**src/rtl/fs_pkg.sv**
```systemverilog
// Shared types and helpers for the pipelined ripple-borrow subtractor.
package fs_pkg;

  localparam int EXP_W  = 8;
  localparam int MANT_W = 24;

  // Per-stage control bundle; the resolved diff bits live beside it because their width grows per stage.
  typedef struct packed {
    logic vld;
    logic borrow;
    logic zero;
  } fs_ctl_t;

  function automatic int fs_stages(input int width, input int slice);
    return (width + slice - 1) / slice;
  endfunction

endpackage

```
**src/rtl/fs_slice.sv**
```systemverilog
// Combinational W-bit ripple-borrow subtractor built from single-bit full-subtractor cells.
module fs_cell (
  input  logic i_x,
  input  logic i_y,
  input  logic i_bin,
  output logic o_d,
  output logic o_bout
);
  assign o_d    = i_x ^ i_y ^ i_bin;
  assign o_bout = (~i_x & i_y) | (~(i_x ^ i_y) & i_bin);
endmodule

module fs_slice #(
  parameter int W = 8
) (
  input  logic [W-1:0] i_x,
  input  logic [W-1:0] i_y,
  input  logic         i_cin,
  output logic [W-1:0] o_out,
  output logic         o_cout,
  output logic         o_zero
);
  logic [W:0] w_b;

  assign w_b[0] = i_cin;

  for (genvar i = 0; i < W; i++) begin : g_bit
    fs_cell u_cell (
      .i_x   (i_x[i]),
      .i_y   (i_y[i]),
      .i_bin (w_b[i]),
      .o_d   (o_out[i]),
      .o_bout(w_b[i+1])
    );
  end

  assign o_cout = w_b[W];
  assign o_zero = (o_out == '0);
endmodule

```
**src/rtl/fs_pipe.sv**
```systemverilog
// Pipelined a-b-bin, one SLICE_WIDTH slice per stage; latency STAGES (+1 with FS_PIPE_ABS_EN: |diff| and neg).
// Stage load = !valid || downstream load, so stalls hold data in place and in_ready is stage 0's load.
module fs_pipe
  import fs_pkg::*;
#(
  parameter int DATA_WIDTH  = MANT_W,
  parameter int SLICE_WIDTH = EXP_W
) (
  input  logic                  i_clk,
  input  logic                  i_rst_n,
  input  logic                  i_in_valid,
  output logic                  o_in_ready,
  input  logic [DATA_WIDTH-1:0] i_a,
  input  logic [DATA_WIDTH-1:0] i_b,
  input  logic                  i_bin,
  output logic                  o_out_valid,
  input  logic                  i_out_ready,
  output logic [DATA_WIDTH-1:0] o_diff,
  output logic                  o_bout,
  output logic                  o_zero
`ifdef FS_PIPE_ABS_EN
  ,
  output logic                  o_neg
`endif
);

  localparam int STAGES = fs_stages(DATA_WIDTH, SLICE_WIDTH);
  localparam int LAST   = STAGES - 1;

  logic w_tail_load;

  for (genvar k = 0; k < STAGES; k++) begin : g_st
    localparam int LO = k * SLICE_WIDTH;
    localparam int HI = (k == LAST) ? DATA_WIDTH : LO + SLICE_WIDTH;
    localparam int W  = HI - LO;

    fs_ctl_t       r_ctl;
    logic [HI-1:0] r_diff;
    logic [HI-1:0] w_diff_nxt;
    logic [W-1:0]  w_x;
    logic [W-1:0]  w_y;
    logic [W-1:0]  w_out;
    logic          w_cin;
    logic          w_cout;
    logic          w_szero;
    logic          w_prev_vld;
    logic          w_prev_zero;
    logic          w_down_load;
    logic          w_load;
    logic          w_take;

    if (k == 0) begin : g_src
      assign w_prev_vld  = i_in_valid;
      assign w_prev_zero = 1'b1;
      assign w_cin       = i_bin;
      assign w_x         = i_a[HI-1:LO];
      assign w_y         = i_b[HI-1:LO];
      assign w_diff_nxt  = w_out;
    end else begin : g_src
      // Operands for this slice were skew-carried by the previous stage.
      assign w_prev_vld  = g_st[k-1].r_ctl.vld;
      assign w_prev_zero = g_st[k-1].r_ctl.zero;
      assign w_cin       = g_st[k-1].r_ctl.borrow;
      assign w_x         = g_st[k-1].g_hi.r_a[HI-1:LO];
      assign w_y         = g_st[k-1].g_hi.r_b[HI-1:LO];
      assign w_diff_nxt  = {w_out, g_st[k-1].r_diff};
    end

    if (k == LAST) begin : g_dn
      assign w_down_load = w_tail_load;
    end else begin : g_dn
      assign w_down_load = g_st[k+1].w_load;
    end

    assign w_load = !r_ctl.vld || w_down_load;
    assign w_take = w_load && w_prev_vld;

    fs_slice #(.W(W)) u_slice (
      .i_x   (w_x),
      .i_y   (w_y),
      .i_cin (w_cin),
      .o_out (w_out),
      .o_cout(w_cout),
      .o_zero(w_szero)
    );

    always_ff @(posedge i_clk or negedge i_rst_n) begin
      if (!i_rst_n) begin
        r_ctl  <= '0;
        r_diff <= '0;
      end else if (w_load) begin
        r_ctl.vld <= w_prev_vld;
        if (w_prev_vld) begin
          r_ctl.borrow <= w_cout;
          r_ctl.zero   <= w_prev_zero & w_szero;
          r_diff       <= w_diff_nxt;
        end
      end
    end

    if (HI < DATA_WIDTH) begin : g_hi
      logic [DATA_WIDTH-1:HI] r_a;
      logic [DATA_WIDTH-1:HI] r_b;
      logic [DATA_WIDTH-1:HI] w_a_nxt;
      logic [DATA_WIDTH-1:HI] w_b_nxt;

      if (k == 0) begin : g_hsrc
        assign w_a_nxt = i_a[DATA_WIDTH-1:HI];
        assign w_b_nxt = i_b[DATA_WIDTH-1:HI];
      end else begin : g_hsrc
        assign w_a_nxt = g_st[k-1].g_hi.r_a[DATA_WIDTH-1:HI];
        assign w_b_nxt = g_st[k-1].g_hi.r_b[DATA_WIDTH-1:HI];
      end

      always_ff @(posedge i_clk or negedge i_rst_n) begin
        if (!i_rst_n) begin
          r_a <= '0;
          r_b <= '0;
        end else if (w_take) begin
          r_a <= w_a_nxt;
          r_b <= w_b_nxt;
        end
      end
    end
  end

  assign o_in_ready = g_st[0].w_load;

`ifdef FS_PIPE_ABS_EN
  logic                  r_abs_vld;
  logic                  r_abs_bout;
  logic                  r_abs_zero;
  logic [DATA_WIDTH-1:0] r_abs_diff;
  logic [DATA_WIDTH-1:0] w_raw;
  logic [DATA_WIDTH-1:0] w_mag;
  logic                  w_last_vld;
  logic                  w_last_bout;

  assign w_last_vld  = g_st[LAST].r_ctl.vld;
  assign w_last_bout = g_st[LAST].r_ctl.borrow;
  assign w_raw       = g_st[LAST].r_diff;
  // A borrow-out means the raw result wrapped, so two's-complement negate it back to a magnitude.
  assign w_mag       = w_last_bout ? (~w_raw + DATA_WIDTH'(1)) : w_raw;
  assign w_tail_load = !r_abs_vld || i_out_ready;

  always_ff @(posedge i_clk or negedge i_rst_n) begin
    if (!i_rst_n) begin
      r_abs_vld  <= 1'b0;
      r_abs_bout <= 1'b0;
      r_abs_zero <= 1'b0;
      r_abs_diff <= '0;
    end else if (w_tail_load) begin
      r_abs_vld <= w_last_vld;
      if (w_last_vld) begin
        r_abs_bout <= w_last_bout;
        r_abs_zero <= g_st[LAST].r_ctl.zero;
        r_abs_diff <= w_mag;
      end
    end
  end

  assign o_out_valid = r_abs_vld;
  assign o_diff      = r_abs_diff;
  assign o_bout      = r_abs_bout;
  assign o_zero      = r_abs_zero;
  assign o_neg       = r_abs_bout;
`else
  assign w_tail_load = i_out_ready;
  assign o_out_valid = g_st[LAST].r_ctl.vld;
  assign o_diff      = g_st[LAST].r_diff;
  assign o_bout      = g_st[LAST].r_ctl.borrow;
  assign o_zero      = g_st[LAST].r_ctl.zero;
`endif

endmodule
```
**config.mk**
```make
export PLATFORM = sky130hd
export DESIGN_NAME = fs_pipe
export DESIGN_NICKNAME = d
export VERILOG_FILES = /design/src/rtl/fs_pkg.sv /design/src/rtl/fs_slice.sv /design/src/rtl/fs_pipe.sv
export SDC_FILE = /design/constraint.sdc
export NUM_CORES = 1
export LEC_CHECK = 0
export ABC_AREA = 1
export CORE_MARGIN = 4
export CORE_UTILIZATION = 55
export CTS_BUF_LIST = sky130_fd_sc_hd__clkbuf_4 sky130_fd_sc_hd__clkbuf_8
export CTS_CLUSTER_SIZE = 28
export DETAILED_ROUTE_END_ITERATION = 10
export PLACE_DENSITY_LB_ADDON = 0.05
export SETUP_SLACK_MARGIN = 0.4
export SYNTH_ARGS = -nofsm -noshare
export SYNTH_HDL_FRONTEND = slang
export SYNTH_HIERARCHICAL = 1
export SYNTH_SLANG_ARGS = --single-unit
```
**constraint.sdc**
```tcl
create_clock -name i_clk -period 6.2 [get_ports i_clk]
set_input_delay 1.24 -clock i_clk [delete_from_list [all_inputs] [get_ports i_clk]]
set_output_delay 1.24 -clock i_clk [all_outputs]
set_load 0.05 [all_outputs]
```
Word level (Yosys, flattened, before mapping)
Index checks and enable logic that the tools add are counted.

storage, ports and cells
  bits in registers = 105
  input port bits = 53
  output and inout bits = 28
  word-level logic and storage cells = 200

cells by class
  bitwise operators = 170
  reductions and logical operators = 14

operators with widths
  kind                 number
  1-bit bitwise AND    50
  1-bit inverter       48
  1-bit bitwise XOR    48
  8-bit zero test      3
  1-bit OR             24
  2-bit AND reduction  3
  1-bit zero test      3
  1-bit logical OR     3
  1-bit logical AND    2

Logic depth before layout (Yosys ltp)
  depth in word-level cells = 19
  depth in mapped cells = 28
  depth with buffers taken out = 28

Cells and area by module
The synthesis kept the hierarchy.

by module, submodules not included
  module                                          times used  cells an instance  area an instance (um^2)  seq. area each (um^2)
  fs_pipe                                         1           451                4144.0                   2627.5
  fs_cell at g_st[0].u_slice.g_bit[0].u_cell ...  15          4                  31.3                     0.0
  fs_cell at g_st[1].u_slice.g_bit[7].u_cell ...  9           3                  27.5                     0.0
  fs_slice                                        3           7                  26.3                     0.0

Least setup slack after synthesis
Ideal clock, no wire load.

  path kind = input to register
  from = in i_b[0]
  to = reg g_st[0].r_ctl, in the netlist g_st[1].w_prev_zero
  setup time = 0.066 ns
  arrival = 5.158 ns
  required time = 6.134 ns
  setup slack = 0.975 ns
  cell stages on the path = 28
  path buffers = 0
  cell sequence = inv_1 fa_1 inv_1 inv_1 fa_1 inv_1 inv_1 fa_1 inv_1 inv_1 fa_1 inv_1 inv_1 fa_1 inv_1 inv_1 fa_1 inv_1 inv_1 fa_1 inv_1 inv_1 fa_1 nor2_1 nand2_1 nor2_1 nand3_1 nand2_1

between the ends
  cells in the longest elaborated chain, start to end = 18
  elaborated cells on any way between the ends = 26
  classes of those cells = bitwise: 25; reduce/logical: 1

ends and longest elaborated chain
  item                              line            text
  from (decl)                       fs_pipe.sv:14   input logic [DATA_WIDTH-1:0] i_b,
  1-bit bitwise XOR                 fs_slice.sv:10  assign o_bout = (~i_x & i_y) | (~(i_x ^ i_y) & i_bin);
  1-bit inverter                    fs_slice.sv:10
  1-bit bitwise AND                 fs_slice.sv:10
  1-bit OR (*)                      fs_slice.sv:10
  named net g_st[0].u_slice.w_b[1]  fs_slice.sv:23  logic [W:0] w_b;
  1-bit bitwise AND (*)             fs_slice.sv:10
  1-bit OR (*)                      fs_slice.sv:10
  named net g_st[0].u_slice.w_b[2]  fs_slice.sv:23
  (+2 left out)                     --
  named net g_st[0].u_slice.w_b[3]  fs_slice.sv:23
  (+2 left out)                     --
  named net g_st[0].u_slice.w_b[4]  fs_slice.sv:23
  (+2 left out)                     --
  named net g_st[0].u_slice.w_b[5]  fs_slice.sv:23
  (+2 left out)                     --
  named net g_st[0].u_slice.w_b[6]  fs_slice.sv:23
  1-bit bitwise AND (*)             fs_slice.sv:10
  1-bit OR (*)                      fs_slice.sv:10
  named net g_st[0].u_slice.w_b[7]  fs_slice.sv:23
  1-bit bitwise XOR (*)             fs_slice.sv:9   assign o_d = i_x ^ i_y ^ i_bin;
  named net g_st[0].w_diff_nxt[7]   fs_pipe.sv:39   logic [HI-1:0] w_diff_nxt;
  8-bit zero test (*)               fs_slice.sv:38  assign o_zero = (o_out == '0);
  named net g_st[0].w_szero         fs_pipe.sv:45   logic w_szero;
  to (decl)                         fs_pipe.sv:37   fs_ctl_t r_ctl;

Mark *: on every way through the listed nets, which the timed path passes. The rest lies on a longest branch.
A chain may end at the register's enable or synchronous reset.

Worst setup path in the final report
Same ends and word-level chain as after synthesis.

==> impl_metrics.prom <==
# TYPE chip_impl_metric gauge
chip_impl_metric{name="max_slew_headroom",unit="%"} 37.9
chip_impl_metric{name="via_count_of_the_first_global_routing_pass",unit=""} 3584
chip_impl_metric{name="grt_use_total",unit="%"} 19.8
chip_impl_info{name="cp-start-kind",value="primary input"} 1
chip_impl_metric{name="clockBufferDepth",unit=""} 2
chip_impl_metric{name="chipWidth",unit="um"} 103
chip_impl_metric{name="worst-endpoint-required",unit="ps"} 6490
chip_impl_metric{name="synthArstFlopShare",unit="%"} 100
chip_impl_info{name="endpoint_kind",value="flop"} 1
chip_impl_metric{name="via_count",unit=""} 3635
chip_impl_metric{name="io-pin-count",unit=""} 81
chip_impl_metric{name="layout_worst_path_cycle_share",unit="%"} 88.4
chip_impl_metric{name="post-layout-total-power",unit="W"} 0.00265
chip_impl_metric{name="totalWireLength",unit="mm"} 9.60
chip_impl_info{name="timing_worst_setup_path_type",value="primary input to flop"} 1
chip_impl_info{name="worst_path_max_delay_cell",value="sky130_fd_sc_hd__clkdlybuf4s50_1"} 1
chip_impl_metric{name="antenna_found_initial",unit=""} 0
chip_impl_metric{name="hold_slack",unit="ps"} 476
chip_impl_metric{name="wire_length_of_the_first_global_routing_pass",unit="mm"} 16.5
chip_impl_metric{name="clk_latency",unit="ps"} 360
chip_impl_metric{name="p_per_area",unit="nW/um^2"} 444
chip_impl_metric{name="p_leak",unit="nW"} 3.14
chip_impl_metric{name="cts.clk_slew.worst_paths",unit="ps"} 100
chip_impl_metric{name="netlist_instances",unit=""} 559
chip_impl_metric{name="post_route_cells_drive_above_1_share",unit="%"} 4.78
chip_impl_metric{name="cp.buffers_inverters",unit=""} 16
chip_impl_metric{name="dp_hpwl",unit="mm"} 6.77
chip_impl_info{name="most_area_consuming_cells_after_synthesis",value="sky130_fd_sc_hd__dfrtp_1, sky130_fd_sc_hd__nand2_1, sky130_fd_sc_hd__nand3_1"} 1
chip_impl_info{name="synthFlopType",value="sky130_fd_sc_hd__dfrtp_1"} 1
chip_impl_metric{name="synth.top_cell.area_share",unit="%"} 53.2
chip_impl_metric{name="max_stage_delay",unit="ps"} 460
chip_impl_info{name="most-common-layout-cells",value="sky130_fd_sc_hd__nand2_1, sky130_fd_sc_hd__dfrtp_1, sky130_fd_sc_hd__nand3_1"} 1
chip_impl_metric{name="detail_route.drc_violations",unit=""} 0
chip_impl_metric{name="place_ws",unit="ps"} 314
chip_impl_metric{name="timing.final.ws_setup",unit="ps"} 718
chip_impl_metric{name="drt_iter0_markers",unit=""} 162
chip_impl_metric{name="ys_seq_area_share",unit="%"} 53.2
chip_impl_metric{name="gp_congestion",unit=""} 0.812
chip_impl_metric{name="core.rowCount",unit=""} 34
chip_impl_metric{name="insertedDiodeCount",unit=""} 0
chip_impl_metric{name="die-area",unit="um^2"} 10600
chip_impl_info{name="layout.cells.most_common",value="sky130_fd_sc_hd__nand2_1"} 1
chip_impl_metric{name="fillCellCount",unit=""} 716
chip_impl_metric{name="final_max_slew_viol_count",unit=""} 0
chip_impl_metric{name="ys_types",unit=""} 15
chip_impl_metric{name="max_freq",unit="MHz"} 182
chip_impl_metric{name="post_drt_via_cell_ratio",unit=""} 4.94
chip_impl_metric{name="htreeDepth",unit=""} 3
chip_impl_metric{name="worst_clock_skew",unit="ps"} 16.2
chip_impl_info{name="yosysTopAreaCell",value="sky130_fd_sc_hd__dfrtp_1"} 1
chip_impl_info{name="outcome",value="completed"} 1
chip_impl_metric{name="antenna_left",unit=""} 0
chip_impl_metric{name="finalCriticalPeriod",unit="ps"} 5480
chip_impl_metric{name="cts-buffers-inserted",unit=""} 9
chip_impl_metric{name="start_util",unit="%"} 56.6
chip_impl_metric{name="synth_edf_count",unit=""} 0
chip_impl_metric{name="tritoncts_num_sinks",unit=""} 105
chip_impl_info{name="critPathTopFamily",value="adder cells"} 1
chip_impl_metric{name="worst_ir_drop_vdd",unit="mV"} 0.178
chip_impl_metric{name="number_of_hold_slack_violations_in_the_final_timing_report",unit=""} 0
chip_impl_info{name="cts_root_buffer",value="sky130_fd_sc_hd__clkbuf_8"} 1
chip_impl_metric{name="final_design_area_no_fill",unit="um^2"} 5960
chip_impl_metric{name="wire_per_inst",unit="um"} 13.0
chip_impl_metric{name="cap_viol_max_count",unit=""} 0
chip_impl_metric{name="worstPathArrival",unit="ps"} 5770
chip_impl_metric{name="postCtsHoldBufs",unit=""} 0
chip_impl_metric{name="synth.net_count",unit=""} 636
chip_impl_metric{name="path_max_fanout",unit=""} 2
chip_impl_metric{name="syn2layout_area_growth",unit="%"} 20.6
chip_impl_info{name="tritoncts",value="done"} 1
chip_impl_metric{name="gr-total-overflow",unit=""} 0
chip_impl_metric{name="postPlaceCellArea",unit="um^2"} 5730
chip_impl_metric{name="setup_violations",unit=""} 0
chip_impl_metric{name="core",unit="um^2"} 8720
chip_impl_metric{name="first_pass_iters",unit=""} 4
chip_impl_info{name="worstHoldPathType",value="flop to flop"} 1
chip_impl_metric{name="die_h",unit="um"} 103
chip_impl_metric{name="buffer_ports.inserted",unit=""} 80
chip_impl_metric{name="netlist_area",unit="um^2"} 4940
chip_impl_metric{name="pin_count_of_the_biggest_net_entering_global_routing",unit=""} 73
chip_impl_metric{name="ys_ff_latch",unit=""} 105
chip_impl_metric{name="transition_at_the_pin_with_the_smallest_max_transition_slack",unit="ps"} 932
chip_impl_metric{name="syn-mean-instance-area",unit="um^2"} 8.84
chip_impl_metric{name="setup_total_negative_slack",unit="ps"} 0
chip_impl_metric{name="synth-warning-count",unit=""} 6
chip_impl_info{name="critical-path-top-cell-by-count",value="sky130_fd_sc_hd__inv_1"} 1
chip_impl_info{name="rsz0062_at_grt",value="false"} 1
chip_impl_metric{name="finish.net_count",unit=""} 700
[final timing paths]
kind / slack (ps) / start / endpoint / cells past startpoint
worst max-delay path: 720 / i_b[0] / g_st[1].w_prev_zero / 29
worst min-delay path: 480 / o_diff[5] / o_diff[5] / 2
worst max register to register: 1350 / g_st[2].w_cin / o_zero / 14
worst min register to register: 480 / o_diff[5] / o_diff[5] / 2
max in group asynchronous: 4160 / i_rst_n / g_st[1].g_hi.r_a[22] / 2
min in group asynchronous: 800 / i_rst_n / o_diff[18] / 1
[metal layers]
metal | vias up | track usage, % | wire length, um | part of all wire, %
li1 | 1839 | - | - | -
met1 | 1703 | 28.4 | 4600 | 48
met2 | 83 | 32.1 | 4420 | 46
met3 | 10 | 2.57 | 472 | 4.9
met4 | 0 | 5.68 | 112 | 1.2
met5 | - | 0 | 0 | 0
[per-stage QoR]
stage | utilization (%) | std cells
final | 68.3 | 736
after global routing | 68.3 | 736
after CTS | 68.2 | 736
after detailed placement | 65.7 | 720
after global placement | 65.7 | 720
after floorplan | - | 559
[worst min-delay path, stage by stage, from the launching register on]
cell and delay, ps:
sky130_fd_sc_hd__dfrtp_1 360, sky130_fd_sc_hd__nand2_1 50, sky130_fd_sc_hd__nand2_1 40
[report_power, final]
part           switching [W]  leakage, nW  internal [W]
Combinational       0.000733         1.72      0.000409
Clock               0.000228        0.110      0.000234
Sequential          0.000143         1.30      0.000899
[registers in the layout (all words and copies together), names as in the netlist]
register	count
g_st.g_hi.r_b	24
g_st.r_diff	24
g_st.w_cin	2
o_out_valid	1
o_bout	1
g_st.w_prev_vld	2
o_zero	1
g_st.g_hi.r_a	24
g_st.w_prev_zero	2
o_diff	24
[layout make-up]
| class | count | area [um^2] | area share, % |
|---|---|---|---|
| clock buffers | 10 | 131 | 2.21 |
| clock inverters | 6 | 90.1 | 1.51 |
| flip-flops and latches | 105 | 2630 | 44.1 |
| inverters | 64 | 240 | 4.03 |
| multi-input cells | 360 | 1910 | 32.1 |
| repair buffers | 83 | 821 | 13.8 |
| well taps | 108 | 135 | 2.27 |
[kinds of logic after synthesis]
family,Yosys count,synth area share (%)
simple gates,334,28.6
flops,105,53.2
buf+inv,94,8.28
fa+ha+maj,24,9.73
compound gates,2,0.203
[cells in the mapped netlist, types with 2 or more instances]
master                     count
sky130_fd_sc_hd__nand2_1     213
sky130_fd_sc_hd__dfrtp_1     105
sky130_fd_sc_hd__nand3_1     100
sky130_fd_sc_hd__inv_1        64
sky130_fd_sc_hd__fa_1         24
sky130_fd_sc_hd__nor2_1       15
sky130_fd_sc_hd__clkbuf_1     13
sky130_fd_sc_hd__buf_4         6
sky130_fd_sc_hd__buf_1         4
sky130_fd_sc_hd__buf_6         4
sky130_fd_sc_hd__nand2_2       4
sky130_fd_sc_hd__buf_2         3
sky130_fd_sc_hd__o21ai_0       2
[what timing repair did]
action,4_1_cts,5_1_grt
setup buffers,0,0
resized for setup,0,4
endpoints found under the setup margin,0,1
Power figures use the tool's default switching activity.
